<file path="config.mk">
export PLATFORM = sky130hd
export DESIGN_NAME = bus_master_arbiter
export DESIGN_NICKNAME = d
export VERILOG_FILES = /design/src/rtl/bus_master_arbiter.sv
export SDC_FILE = /design/constraint.sdc
export NUM_CORES = 1
export LEC_CHECK = 0
export CAP_MARGIN = 20
export CORE_AREA = 3 3 120 122
export DETAILED_ROUTE_END_ITERATION = 12
export DIE_AREA = 0 0 123 125
export DONT_BUFFER_PORTS = 1
export SKIP_LAST_GASP = 1
export SYNTH_ARGS = -nofsm -noshare
export SYNTH_HDL_FRONTEND = slang
export SYNTH_SLANG_ARGS = --single-unit
export TNS_END_PERCENT = 50
</file>
<file path="constraint.sdc">
create_clock -name cpu_clk -period 3.9 [get_ports cpu_clk]
set_input_delay 0.78 -clock cpu_clk [delete_from_list [all_inputs] [get_ports cpu_clk]]
set_output_delay 0.78 -clock cpu_clk [all_outputs]
set_load 0.05 [all_outputs]
</file>
<file path="src/rtl/bus_master_arbiter.sv">
// bus_master_arbiter: shares the Bridge port between the zero-latency CPU and a
// req/ack DMA master served only in CPU-idle cycles, with window, starvation and grant counting.
module bus_master_arbiter #(
  parameter logic [31:0] DMA_ADDR_LO = 32'h0000_0000,
  parameter logic [31:0] DMA_ADDR_HI = 32'h0000_FFFF,
  parameter int          MAX_WAIT    = 16,
  parameter int          CNT_W       = 16
) (
  input  logic             cpu_clk,
  input  logic             cpu_rst_n,
  input  logic             cpu_req,
  input  logic [31:0]      cpu_addr,
  input  logic             cpu_we,
  input  logic [31:0]      cpu_wdata,
  output logic [31:0]      cpu_rdata,
  input  logic             dma_req,
  input  logic [31:0]      dma_addr,
  input  logic             dma_we,
  input  logic [31:0]      dma_wdata,
  output logic [31:0]      dma_rdata,
  output logic             dma_ack,
  output logic             dma_err,
  output logic             dma_gnt,
  output logic             dma_starve,
  output logic [CNT_W-1:0] gnt_cnt,
  output logic [31:0]      bus_addr,
  output logic             bus_we,
  output logic [31:0]      bus_wdata,
  input  logic [31:0]      bus_rdata
);
  localparam int WW = $clog2(MAX_WAIT + 1);
  typedef enum logic [1:0] {IDLE, WAIT, ACK} state_t;
  state_t state, state_nxt;
  logic [WW-1:0] wait_cnt, wait_nxt;
  logic in_win, set_starve;
  // Offset form of the range check stays correct when DMA_ADDR_LO is zero
  assign in_win = (dma_addr - DMA_ADDR_LO) <= (DMA_ADDR_HI - DMA_ADDR_LO);
  assign dma_gnt = (state != ACK) && dma_req && !cpu_req && in_win;
  assign dma_ack = (state == ACK);
  assign cpu_rdata = bus_rdata;
  assign bus_addr = dma_gnt ? dma_addr : cpu_addr;
  assign bus_wdata = dma_gnt ? dma_wdata : cpu_wdata;
  assign bus_we = dma_gnt ? dma_we : (cpu_we & cpu_req);
  always_comb begin
    state_nxt = IDLE;
    if (state != ACK && dma_req)
      state_nxt = (!in_win || !cpu_req) ? ACK : WAIT;
    wait_nxt = (state_nxt != WAIT) ? '0 :
               (wait_cnt == WW'(MAX_WAIT)) ? wait_cnt : wait_cnt + 1'b1;
    set_starve = (state_nxt == WAIT) && (wait_nxt == WW'(MAX_WAIT));
  end
  always_ff @(posedge cpu_clk or negedge cpu_rst_n) begin
    if (!cpu_rst_n) begin
      state      <= IDLE;
      wait_cnt   <= '0;
      dma_rdata  <= '0;
      dma_err    <= 1'b0;
      dma_starve <= 1'b0;
      gnt_cnt    <= '0;
    end else begin
      state    <= state_nxt;
      wait_cnt <= wait_nxt;
      dma_err  <= (state != ACK) && dma_req && !in_win;
      if (dma_gnt && !dma_we) dma_rdata <= bus_rdata;
      if (dma_gnt) gnt_cnt <= gnt_cnt + 1'b1;
      if (set_starve) dma_starve <= 1'b1;
      else if (dma_ack && !dma_err) dma_starve <= 1'b0;
    end
  end
endmodule

</file>
==> impl_metrics.py <==
metrics = {
    "run": {
        "drv_cap": 0,
    },
    "clock_network": {
        "post_cts_buffers": 0,
        "path_clk_slew_ns": 0.05,
        "clock_path_buffers": 2,
        "cts_hold_buf": 0,
        "cts_tree": "done",
        "cts-resized-gates": 0,
        "cts_buffers": 9,
        "cts_max_level": 3,
        "ctsRootBufferMaster": "clkbuf_16",
        "clock_latency_ns": 0.32,
        "clock-sinks": 57,
    },
    "floorplan": {
        "die_area_mm2": 0.0154,
        "ios": 315,
        "die_x_um": 123,
        "die_h_um": 125,
        "start_util_pct": 25.1,
        "coreArea_mm2": 0.0133,
        "placementRows": 42,
    },
    "hold_path": {
        "hp-class": "input port to async pin",
    },
    "global_route": {
        "grt_overflow": 0,
        "grt_max_degree": 76,
        "grt_pass1_vias": 2272,
        "grt_usage_pct": 12.3,
        "grt_pass1_wl_mm": 13.8,
        "antenna_found_initial": 3,
    },
    "power_and_ir_drop": {
        "power.density_mw_per_mm2": 421,
        "p_leak_nw": 1.70,
        "vdd_drop_max_uv": 124,
    },
    "final_layout": {
        "layout.cells.non_filler": 461,
        "multi_input_area_mm2": 0.00158,
        "fill_cells": 1385,
        "seq_area_mm2": 0.00143,
        "syn_to_final_growth_pct": 12.1,
        "drive_above_1_share_pct": 14.1,
        "final_nets": 447,
        "final_area_mm2": 0.00374,
    },
    "yosys": {
        "synthDistinctLibCells": 29,
        "synth_top_area_cell": "dfrtp_1",
        "syn-mean-instance-area_um2": 11.4,
        "synth_area_leaders": "dfrtp_1, mux2_1, buf_4",
        "synth_area_mm2": 0.00334,
        "synth_seq_area_share_pct": 42.7,
        "syn-num-nets": 461,
        "ys_seq_elements": 57,
        "yosys.area.top_type_share_pct": 42.7,
        "syn_inst": 292,
        "ys_warn_count": 0,
    },
    "sta": {
        "slew_headroom_pct": 52.2,
        "finalCritPeriodShare_pct": 84.1,
        "drv_slew": 0,
        "final.setup.tns_ns": 0,
        "tightest_slew_ns": 0.717,
        "clock.fmax_mhz": 305,
        "clock_skew_ns": 0.00854,
        "finalSetupViolations": 0,
        "fin_crit_ns": 3.28,
        "rsz0062_at_grt": "no",
        "final.setup.worst_slack_ns": 0.620,
        "final_hold_viol_count": 0,
    },
    "setup_path": {
        "cp-start-kind": "input port",
        "critPathMaxFanout": 75,
        "path_class": "input port to primary output",
        "end_kind": "primary output",
        "crit_arrival_ns": 2.50,
        "cp.required_ns": 3.12,
    },
    "place": {
        "place_area_mm2": 0.00343,
        "pre_cts_ws_ns": 0.618,
        "hpwl_mm": 8.55,
        "routabilityCongestion": 0.805,
        "port_buffers": 0,
        "post-place-cells": 443,
    },
    "routing": {
        "vias": 2220,
        "ant_nets": 0,
        "wl_mm": 10.0,
        "via_per_inst": 4.82,
        "drc": 0,
        "wire_per_inst_um": 21.7,
        "first_iter_violations": 44,
        "dr.pass1.iters": 4,
    },
    "outcome": {
        "status": "completed",
    },
}
synthesized netlist by cell type:
cell,count
o41ai_1,1
nor3_1,4
o21ai_0,3
nand2b_1,1
ha_1,3
a22o_1,1
or4_1,1
mux2i_1,1
and3_1,2
nor2b_1,17
nand3_1,8
nand4_1,8
nor3_2,2
a31oi_1,1
a211oi_1,1
o311ai_0,1
nor4_1,5
inv_1,8
nand2_1,8
clkbuf_1,2
xor2_1,7
dfrtp_1,57
mux2_1,81
nor2_1,11
buf_2,10
buf_4,34
nor4_2,1
xnor2_1,12
mux2_2,1
registers in the layout, indices dropped and copies added, names as in the netlist:
name and flops:
dma_starve 1, state 2, dma_err 1, dma_rdata 32
wait_cnt 5, gnt_cnt 16
worst max-delay path, cell delays in order:
cell and delay (ns):
nor4_1 0.26, nand4_1 0.17, nor3_2 0.22, buf_12 0.37, mux2_1 0.62
layout by cell type, fill, tap and decap left out, types with 7 or more instances in the layout:
cell / instances
mux2_1: 81
dfrtp_1: 57
buf_4: 20
nor2b_1: 17
xnor2_1: 12
nor2_1: 11
clkbuf_16: 9
inv_1: 8
nand4_1: 8
nand3_1: 8
nand2_1: 8
xor2_1: 7
stage by stage:
stage	hold slack (ns)	utilization, %	power (mW)
floorplan	0.484	-	0.856
global placement	0.486	25.8	0.796
detailed placement	0.486	25.8	0.796
CTS	0.135	28.1	1.60
global route	0.128	28.2	1.64
finish	0.149	28.2	1.58
path summary, 6_finish.rpt:
path | startpoint | end | slack, ns | cells after the start
setup / recovery | dma_addr[20] | bus_wdata[31] | 0.62 | 5
hold / removal | cpu_rst_n | gnt_cnt[14] | 0.15 | 0
setup reg to reg | gnt_cnt[3] | gnt_cnt[14] | 1.81 | 5
hold reg to reg | wait_cnt[4] | wait_cnt[4] | 0.59 | 2
max in group asynchronous | cpu_rst_n | wait_cnt[4] | 3.65 | 0
min in group cpu_clk | wait_cnt[4] | wait_cnt[4] | 0.59 | 2
per-layer routing:
metal,vias to the layer above,track usage (%),routed length (um)
met4,0,6.51,257
met3,15,4.16,1150
li1,955,-,-
met1,1043,10.5,2880
met2,207,24.3,5710
met5,-,0,0
report_power, final:
group,switching (mW),total (mW),internal (mW)
Sequential,0.00335,0.598,0.594
Combinational,0.154,0.187,0.0328
Clock,0.248,0.792,0.544
Total,0.406,1.58,1.17
cell families after synthesis:
| group | Yosys count | synth area share, % |
|---|---|---|
| and+or+nand+nor | 68 | 11.3 |
| AOI/OAI and AO/OA | 8 | 1.65 |
| buffers and inverters | 54 | 10.3 |
| adders and majority gates | 3 | 1.12 |
| xor gates and xnor gates | 19 | 4.98 |
| DFF | 57 | 42.7 |
| muxes | 83 | 28.0 |
cell type report:
type	instances	share of cell area, %
Multi-Input combinational cell	181	42.3
Timing Repair Buffer	21	4.54
Clock buffer	14	7.32
Antenna cell	2	0.134
Clock inverter	2	0.936
Tap cell	176	5.88
Sequential cell	57	38.1
Inverter	8	0.802
No activity file was read; power rests on OpenSTA's default activity.
